## config.mk

```make
export PLATFORM = sky130hd
export DESIGN_NAME = inst_fetch
export DESIGN_NICKNAME = d
export VERILOG_FILES = /design/src/rtl/inst_fetch.sv
export SDC_FILE = /design/constraint.sdc
export NUM_CORES = 1
export LEC_CHECK = 0
export ABC_AREA = 0
export CORE_ASPECT_RATIO = 0.8
export CORE_MARGIN = 5
export CORE_UTILIZATION = 40
export DETAILED_ROUTE_END_ITERATION = 6
export PLACE_DENSITY_LB_ADDON = 0.1
export SYNTH_ARGS = -nofsm -noshare
export SYNTH_HDL_FRONTEND = slang
export SYNTH_SLANG_ARGS = --single-unit
```

## constraint.sdc

```tcl
create_clock -name clk -period 3.6 [get_ports clk]
set_input_delay 1.08 -clock clk [delete_from_list [all_inputs] [get_ports clk]]
set_output_delay 1.08 -clock clk [all_outputs]
set_load 0.1 [all_outputs]
```

## src/rtl/inst_fetch.sv

```systemverilog
// ---------------------------------------------------------------------------
// inst_fetch
//   Instruction fetch stage plus the IF/ID register feeding decode/control.
//   Keeps the PC, fetches 32-bit words over a req/ack + rvalid handshake
//   (at most one request outstanding), and redirects the PC on branch/jump
//   decisions returned by control. There are no delay slots: any fetch that
//   is already in flight when a redirect happens is squashed.
//
//   Ports
//     clk, rst                  clock (rising edge), synchronous active-high reset
//     imem_req / imem_addr      fetch request and its address (always = pc)
//     imem_ack                  request accepted this cycle
//     imem_rvalid / imem_rdata  returned instruction word
//     id_valid / id_ready       IF/ID occupancy and decode consume strobe
//     id_pc / id_inst           IF/ID contents
//     ct_inst / aluct_inst      opcode / funct slices of id_inst for control
//     ct_branch, ct_jump        control decode of the IF/ID instruction
//     br_taken                  branch condition (ALU zero)
//     fetch_err                 sticky flag: imem response timed out
//
//   state | meaning
//   ------+------------------------------------------------------------
//   IDLE  | one dead cycle after reset, no request
//   REQ   | imem_req high, waiting for imem_ack
//   WAIT  | request accepted, waiting for imem_rvalid
//   HOLD  | word returned while IF/ID was full; parked in skid register
//   ERR   | response timeout; fetching stopped until reset
// ---------------------------------------------------------------------------
module inst_fetch #(
    parameter logic [31:0] RESET_PC   = 32'h0000_3000,
    parameter int unsigned WAIT_LIMIT = 0
) (
    input  logic        clk,
    input  logic        rst,
    output logic        imem_req,
    output logic [31:0] imem_addr,
    input  logic        imem_ack,
    input  logic        imem_rvalid,
    input  logic [31:0] imem_rdata,
    output logic        id_valid,
    input  logic        id_ready,
    output logic [31:0] id_pc,
    output logic [31:0] id_inst,
    output logic [5:0]  ct_inst,
    output logic [5:0]  aluct_inst,
    input  logic        ct_branch,
    input  logic        ct_jump,
    input  logic        br_taken,
    output logic        fetch_err
);

    localparam logic [2:0] ST_IDLE = 3'd0;
    localparam logic [2:0] ST_REQ  = 3'd1;
    localparam logic [2:0] ST_WAIT = 3'd2;
    localparam logic [2:0] ST_HOLD = 3'd3;
    localparam logic [2:0] ST_ERR  = 3'd4;

    // Down-counter start value so that the timeout fires at the end of the
    // WAIT_LIMIT-th cycle spent in WAIT.
    localparam logic [31:0] WAIT_LOAD = (WAIT_LIMIT == 0) ? 32'd0 : WAIT_LIMIT - 32'd1;

    logic [2:0]  state;
    logic [2:0]  state_nxt;
    logic [31:0] pc;
    logic [31:0] fetch_pc;
    logic [31:0] skid_inst;
    logic        drop;
    logic [31:0] wait_cnt;

    logic        consume;
    logic        redirect;
    logic [31:0] pc_p4;
    logic [31:0] br_target;
    logic [31:0] j_target;
    logic [31:0] target;
    logic        accept;
    logic        in_wait;
    logic        word_ok;
    logic        load_new;
    logic        to_skid;
    logic        load_skid;
    logic        timeout;

    assign consume   = id_valid & id_ready;
    assign redirect  = consume & (ct_jump | (ct_branch & br_taken));

    assign pc_p4     = id_pc + 32'd4;
    assign br_target = pc_p4 + {{14{id_inst[15]}}, id_inst[15:0], 2'b00};
    assign j_target  = {pc_p4[31:28], id_inst[25:0], 2'b00};
    assign target    = ct_jump ? j_target : br_target;

    assign accept    = (state == ST_REQ) & imem_ack;
    assign in_wait   = (state == ST_WAIT);

    // A returned word is usable only if it belongs to the current path:
    // not marked for dropping and not overtaken by a redirect this cycle.
    assign word_ok   = in_wait & imem_rvalid & ~drop & ~redirect;
    assign load_new  = word_ok & (~id_valid | consume);
    assign to_skid   = word_ok & id_valid & ~consume;
    assign load_skid = (state == ST_HOLD) & consume & ~redirect;

    assign timeout   = (WAIT_LIMIT != 0) & in_wait & ~imem_rvalid & (wait_cnt == 32'd0);

    assign imem_req   = (state == ST_REQ);
    assign imem_addr  = pc;
    assign ct_inst    = id_inst[31:26];
    assign aluct_inst = id_inst[5:0];

    always_comb begin
        state_nxt = state;
        case (state)
            ST_IDLE: state_nxt = ST_REQ;
            ST_REQ: begin
                if (accept) state_nxt = ST_WAIT;
            end
            ST_WAIT: begin
                if (imem_rvalid) begin
                    if (drop | redirect | load_new) state_nxt = ST_REQ;
                    else                            state_nxt = ST_HOLD;
                end else if (timeout) begin
                    state_nxt = ST_ERR;
                end
            end
            ST_HOLD: begin
                // Either the skid word moves into IF/ID or a redirect kills it.
                if (consume) state_nxt = ST_REQ;
            end
            ST_ERR:  state_nxt = ST_ERR;
            default: state_nxt = ST_IDLE;
        endcase
    end

    always_ff @(posedge clk) begin
        if (rst) begin
            state     <= ST_IDLE;
            pc        <= RESET_PC;
            fetch_pc  <= 32'd0;
            skid_inst <= 32'd0;
            drop      <= 1'b0;
            wait_cnt  <= 32'd0;
            fetch_err <= 1'b0;
            id_valid  <= 1'b0;
            id_inst   <= 32'd0;
            id_pc     <= 32'd0;
        end else begin
            state <= state_nxt;

            if (redirect)    pc <= target;
            else if (accept) pc <= pc + 32'd4;

            if (accept) begin
                fetch_pc <= pc;
                wait_cnt <= WAIT_LOAD;
            end else if (in_wait & ~imem_rvalid & (wait_cnt != 32'd0)) begin
                wait_cnt <= wait_cnt - 32'd1;
            end

            // The outstanding response (if any) is wrong-path once a redirect
            // happens with or after its accept; clear the mark when it lands.
            if (in_wait & imem_rvalid)                drop <= 1'b0;
            else if (redirect & (accept | in_wait))   drop <= 1'b1;

            if (to_skid) skid_inst <= imem_rdata;

            if (timeout) fetch_err <= 1'b1;

            // skid words always belong to fetch_pc: no new accept can happen
            // until HOLD has been left.
            if (redirect) begin
                id_valid <= 1'b0;
                id_inst  <= 32'd0;
            end else if (load_new) begin
                id_valid <= 1'b1;
                id_inst  <= imem_rdata;
                id_pc    <= fetch_pc;
            end else if (load_skid) begin
                id_valid <= 1'b1;
                id_inst  <= skid_inst;
                id_pc    <= fetch_pc;
            end else if (consume) begin
                id_valid <= 1'b0;
                id_inst  <= 32'd0;
            end
        end
    end

endmodule

```

==> flow_summary.ini, run 1 <==
[run_status]
result_of_the_run = finished, violations left
violations = DRC, setup timing

[sta]
fmaxAchievable_mhz = 254
number_of_pins_with_negative_max_slew_slack_in_the_final_report = 0
max_slew_margin_pct = 46.5
grt_setup_unrepaired = true
worst_slack_ns = -0.336
final.min_clock_period_ns = 3.94
tightestPinTransition_ns = 0.802
final-setup-viol-count = 11
timing_hold_violations_final = 0
final_min_period_over_clock_period_pct = 109
final.setup_skew_ns = 0.00988

[clock_network]
cts_root_buffer = clkbuf_16
clk_transition_reported_paths_ns = 0.07
clock_latency_ns = 0.44
clock_tree_from_tritoncts = yes
holdBufCountCts = 0
cts_max_path_buffers = 2
cts_made_buffers = 17
htreeDepth = 4
numClockSinks = 165

[floorplan]
die_height_um = 142
initial_core_util_pct = 40.7
coreArea_um2 = 21600
die-width_um = 175
design.die.area_um2 = 25000
floorplan.rows = 48
ios = 151

[yosys]
syn_nets = 1180
synth_seq_area_share_pct = 37.7
ys_types = 65
ys_async_sr_fraction_pct = 0
ys_seq_elements = 165
synthesized_area_divided_by_synthesized_cell_count_um2 = 7.95
flip_flop_cell_with_the_highest_count_after_synthesis = dfxtp_1
postSynthCellCount = 1103
yosys_warnings = 0
synth_area_um2 = 8760
number_of_enable_flip_flop_cells_after_synthesis = 0

[layout]
final_layout_size_suffix_gt1_share_pct = 27.3
antenna_diode_count = 0
instances_no_fill = 1599
layout.area.seq_um2 = 3330
multi_input_area_um2 = 5500
mostFrequentLayoutCell = nand2_1
area.growth.synth_to_final_pct = 37.1
final_cell_area_excluding_filler_cells_um2 = 12000
most_used_cells_in_the_layout_excluding_fill_and_tap_cells = 245 x nand2_1, 220 x buf_4, 154 x dfxtp_1
num-fill-cells = 2030
final_net_count = 1388

[placement]
gp_routability_congestion = 0.932
placedCellCount = 1539
placement.io_buffers = 149
place_area_um2 = 10800
dp_hpwl_um = 21400

[hold_path]
min_path_type = register to register
worst_hold_path.num_cells = 2

[global_routing]
grt_first_pass_wirelength_um = 47300
vias_in_the_first_global_route = 8206
antenna_found_initial = 0
grt_start_max_net_pins = 72
globalRouteOverflowTotal = 0
grt_use_total_pct = 23.8

[power_and_ir_drop]
design_power_total_mw = 4.26
leakage_nw = 4.89
comb_power_share_pct = 11.1
power.share.switching_pct = 28.7
p_switching_mw = 1.22
vdd_ir_drop_max_uv = 310
p_clk_share_pct = 44.8
power_frac_seq_pct = 44.1
internal_power_mw = 3.04
power.density_nw_per_um2 = 354

[drt]
detail-route-antenna-nets = 0
finalWirelength_um = 31000
drc_violation_total_after_the_first_tritonroute_iteration = 877
vias_per_cell = 5.60
drt_drc_violations_left = 1
detailroute.via_count = 8959
drtPass1Iterations = 7
drt-wirelength-per-cell_um = 19.4

[job]
cap_violations = 0

[worst_setup_path]
reg2reg_depth = 19
worst_setup_path_end_kind = register
cp-start-kind = register
critPathArrivalTime_ns = 4.28
criticalPathCategory = register to register
timing.critical_path.fanout_max = 3
worst_path_required_ns = 3.94
## kinds of logic after synthesis
kind of cell / share of synthesized area [%]
other cells: 0.0428
buf+inv: 4.73
fa+ha+maj: 5.37
mux: 0.357
compound gates: 22.8
simple gates: 21.2
xor+xnor: 7.79
flops: 37.7
## worst max-delay path, stage by stage, from the launching register on
cell and delay [ns]:
dfxtp_4 0.34, and4_4 0.22, and3_4 0.20, and3_4 0.18
and4_4 0.21, and3_4 0.23, nand2_4 0.07, nor2_4 0.11
nand2_1 0.08, xnor2_1 0.13, ha_1 0.32, a21o_1 0.20
a21o_1 0.15, a21o_1 0.17, or3_4 0.38, a211oi_4 0.22
nor2_1 0.10, xor2_1 0.13, nand2_1 0.10, a221oi_2 0.30
## repair_timing
action | in CTS | in global routing
pin swaps | 28 | 47
setup endpoints to repair | 10 | 15
setup buffers | 12 | 16
gates resized for setup | 18 | 60
## cell usage after synthesis (6+ instances only)
master | number | area [µm²]
dfxtp_1 | 165 | 3300
and2_1 | 8 | 50.1
buf_4 | 13 | 97.6
nor2_1 | 72 | 270
a21o_1 | 20 | 150
ha_1 | 36 | 450
xor2_1 | 30 | 263
and4_1 | 7 | 61.3
nand4_1 | 19 | 119
a222oi_1 | 32 | 320
and3_1 | 10 | 62.6
a21oi_1 | 133 | 666
a221oi_1 | 6 | 52.6
inv_1 | 16 | 60.1
nor3_1 | 11 | 55.1
buf_1 | 6 | 22.5
o21a_1 | 7 | 52.6
o21ai_0 | 19 | 95.1
clkbuf_1 | 57 | 214
nand2_1 | 251 | 942
xnor2_1 | 48 | 420
a211oi_1 | 35 | 263
nand3_1 | 24 | 120
## area by class of cell
| type | instances | share of cell area, % |
|---|---|---|
| multi-input cells | 842 | 45.7 |
| flip-flops and latches | 165 | 27.7 |
| repair buffers | 269 | 18.1 |
| clock buffers | 20 | 3.98 |
| well taps | 275 | 2.86 |
| clock inverters | 12 | 1.11 |
| inverters | 16 | 0.500 |
## power groups by stage
stage	combinational (mW)	clock, mW	sequential [mW]
after floorplan	0.192	0	2.02
after global placement	0.460	0	1.92
after detailed placement	0.462	0	1.92
after CTS	0.466	1.93	1.88
after global routing	0.496	2.02	1.88
final	0.473	1.91	1.88
## metrics by stage
step	util (%)	worst slack [ns]	TNS, ns	hold WS, ns
global placement	50.1	-0.178	-0.480	0.434
finish	55.7	-0.336	-2.46	0.452
global route	55.7	-0.492	-4.17	0.467
CTS	53.8	-0.214	-0.654	0.452
detailed placement	50.1	-0.281	-0.979	0.440
floorplan	-	-0.473	-2.20	0.426
## final timing paths
check | to | start | slack (ns)
setup reg to reg | imem_addr[26]$_SDFFE_PP0P_ | id_pc[4]$_SDFFE_PP0P_ | -0.34
hold reg to reg | id_pc[17]$_SDFFE_PP0P_ | fetch_pc[17]$_SDFFE_PP0P_ | 0.45
setup / recovery | imem_addr[26]$_SDFFE_PP0P_ | id_pc[4]$_SDFFE_PP0P_ | -0.34
hold / removal | id_pc[17]$_SDFFE_PP0P_ | fetch_pc[17]$_SDFFE_PP0P_ | 0.45
## metal layers
metal,wire (µm),part of all wire [%],track usage [%],up-vias
met5,0,0,0,-
met4,246,0.79,4.22,0
met3,1910,6.2,4.70,22
met2,13800,44,36.8,273
met1,15100,49,35.0,4336
li1,-,-,-,4328
## flip-flops by register name (all words and copies together), names as in the netlist
register	count
state	3
id_valid	1
fetch_pc	32
drop	1
skid_inst	32
id_pc	32
imem_addr	32
id_inst	32
No activity file was read; power rests on OpenSTA's default activity.
==> inputs of run 2 (changes only) <==
==> constraint.sdc (replaced) <==
create_clock -name clk -period 4.6 [get_ports clk]
set_input_delay 1.38 -clock clk [delete_from_list [all_inputs] [get_ports clk]]
set_output_delay 1.38 -clock clk [all_outputs]
set_load 0.1 [all_outputs]
==> run 2 against run 1 <==
  * The flow finishes with violations (DRC)
  * Worst setup slack improved by 0.65 ns
  * Count of clock-buffer cells in the layout fell by 1
  * Combinational power fell by 26%
  * Sequential power fell by 22%
  * Die area did not move
  * Worst hold slack improved by 0.00097 ns
  * Critical endpoint unchanged
  * Largest cell class unchanged
  * Highest routed layer unchanged
==> flow_summary.ini, run 2 (synthesis results as in run 1) <==
[worst_setup_path]
worst_setup_path_endpoint = imem_addr[26]$_SDFFE_PP0P_
worst_setup_path_end_kind = register
criticalPathCategory = register to register
critical-path-top-delay-family = simple AND/OR/NAND/NOR gates
timing.critical_path.from = id_pc[5]$_SDFFE_PP0P_
timing.critical_path.fanout_max = 7
worst_path_required_ns = 4.92
critical_path.max_stage_delay_ns = 0.38
critical_path_cell_count = 19
critical_path.reg2reg.endpoint = imem_addr[26]$_SDFFE_PP0P_
critPathArrivalTime_ns = 4.60
r2r_start = id_pc[5]$_SDFFE_PP0P_
cp_cell_sequence = and4_1 > and3_1 > and3_1 > and4_1 > and3_2 > nand2_1 > nor2_2 > nand2_1 > xnor2_1 > ha_1 > a21o_1 > a21o_1 > a21o_1 > or3_1 > a211oi_2 > nor2_1 > xor2_1 > nand2_1 > a221oi_1
timing.critical_path.buf_inv = 0
reg2reg_depth = 19
cp_max_delay_cell = dfxtp_2
worst-r2r-setup-slack_ns = 0.32
cp-start-kind = register

[sta]
final.min_clock_period_ns = 4.28
number_of_pins_with_negative_max_slew_slack_in_the_final_report = 0
timing_hold_violations_final = 0
setup_total_negative_slack_ns = 0
max_slew_margin_pct = 25.8
holdWs_ns = 0.453
final_min_period_over_clock_period_pct = 93.1
fmaxAchievable_mhz = 233
final.setup_skew_ns = 0.0105
final-setup-viol-count = 0
grt_setup_unrepaired = false
tightestPinTransition_ns = 1.11

[drt]
vias_per_cell = 5.62
drt_drc_violations_left = 1
drt-wirelength-per-cell_um = 19.2
detail-route-antenna-nets = 0
drtPass1Iterations = 7
finalWirelength_um = 28700
drc_violation_total_after_the_first_tritonroute_iteration = 787
detailroute.via_count = 8392

[hold_path]
min_path_type = register to register

[power_and_ir_drop]
vdd_ir_drop_max_uv = 193
design_power_total_mw = 3.30
leakage_nw = 3.98
power.density_nw_per_um2 = 301

[floorplan]
initial_core_util_pct = 40.7
coreArea_um2 = 21600
ios = 151
die_height_um = 142
die-width_um = 175
floorplan.rows = 48
design.die.area_um2 = 25000

[layout]
mostFrequentLayoutCell = nand2_1
most_used_cells_in_the_layout_excluding_fill_and_tap_cells = 251 x nand2_1, 161 x dfxtp_1, 146 x clkdlybuf4s50_1
final_layout_size_suffix_gt1_share_pct = 6.07
area.growth.synth_to_final_pct = 25.4
antenna_diode_count = 0
final_cell_area_excluding_filler_cells_um2 = 11000
final_net_count = 1284

[job]
cap_violations = 0

[clock_network]
holdBufCountCts = 0
clk_transition_reported_paths_ns = 0.06
clock_tree_from_tritoncts = yes
htreeDepth = 4
cts_root_buffer = clkbuf_16
numClockSinks = 165
cts_made_buffers = 17
cts_max_path_buffers = 2
clock_latency_ns = 0.43

[global_routing]
vias_in_the_first_global_route = 7744
globalRouteOverflowTotal = 0
antenna_found_initial = 0
grt_start_max_net_pins = 80
grt_use_total_pct = 22.7
grt_first_pass_wirelength_um = 45100

[run_status]
result_of_the_run = finished, violations left
violations = DRC

[placement]
placement.io_buffers = 149
place_area_um2 = 10400
dp_hpwl_um = 19900
gp_routability_congestion = 0.895
run 2: changes by cell type in the layout (fill, tap and decap cells not counted), sizes merged:
cell	before	now
clkinvlp	1	3
clkdlybuf4s50	37	146
buf	232	19
clkinv	4	1
bufinv	1	2
clkbuf	20	19
run 2: worst min path at each step:
stage / start / end / slack [ns] / depth (start not counted)
2_1_floorplan: fetch_pc[4]$_SDFFE_PP0P_ / id_pc[4]$_SDFFE_PP0P_ / 0.43 / 2
3_3_place_gp: skid_inst[16]$_SDFFE_PP0P_ / skid_inst[16]$_SDFFE_PP0P_ / 0.44 / 2
3_5_place_dp: fetch_pc[6]$_SDFFE_PP0P_ / id_pc[6]$_SDFFE_PP0P_ / 0.44 / 2
4_1_cts: fetch_pc[6]$_SDFFE_PP0P_ / id_pc[6]$_SDFFE_PP0P_ / 0.45 / 2
5_1_grt: fetch_pc[28]$_SDFFE_PP0P_ / id_pc[28]$_SDFFE_PP0P_ / 0.47 / 2
6_report: fetch_pc[6]$_SDFFE_PP0P_ / id_pc[6]$_SDFFE_PP0P_ / 0.45 / 2
run 2: tightest hold or removal path, stage by stage, from the launching register on:
cell	delay, ns
dfxtp_1	0.31
nand2_1	0.05
a21oi_1	0.05
run 2: where the power goes:
group	internal [mW]	total [mW]	leakage (nW)	switching, mW
Combinational	0.0976	0.350	2.36	0.252
Sequential	1.45	1.47	1.33	0.0266
Clock	0.839	1.48	0.285	0.645
Total	2.38	3.30	3.98	0.923
run 2: through the flow:
step | cells | utilization (%) | worst slack [ns]
CTS | 1494 | 51.0 | 0.202
detailed placement | 1463 | 48.2 | 0.260
global route | 1494 | 51.0 | 0.0412
global placement | 1463 | 48.2 | 0.348
finish | 1494 | 51.0 | 0.316
floorplan | 1103 | - | 0.0707
run 2: final cells by class:
cell class              instances  area [µm²]
fillers                      2150       10600
multi-input cells             842        5070
flip-flops and latches        165        3310
repair buffers                165        1610
clock buffers                  19         453
well taps                     275         344
clock inverters                12         143
inverters                      16        60.1
run 2: layer usage:
metal	wire, µm	share of wire, %	GRT usage, %	vias up
met4	250	0.87	4.55	0
met5	0	0	0	-
met3	1710	5.9	4.49	15
met1	14300	50	34.3	4018
met2	12500	43	33.8	249
li1	-	-	-	4110
run 2: timing repair:
| item | CTS | global route |
|---|---|---|
| gates resized for setup | 0 | 3 |
| endpoints found under the setup margin | 0 | 2 |
| buffers inserted | 0 | 0 |
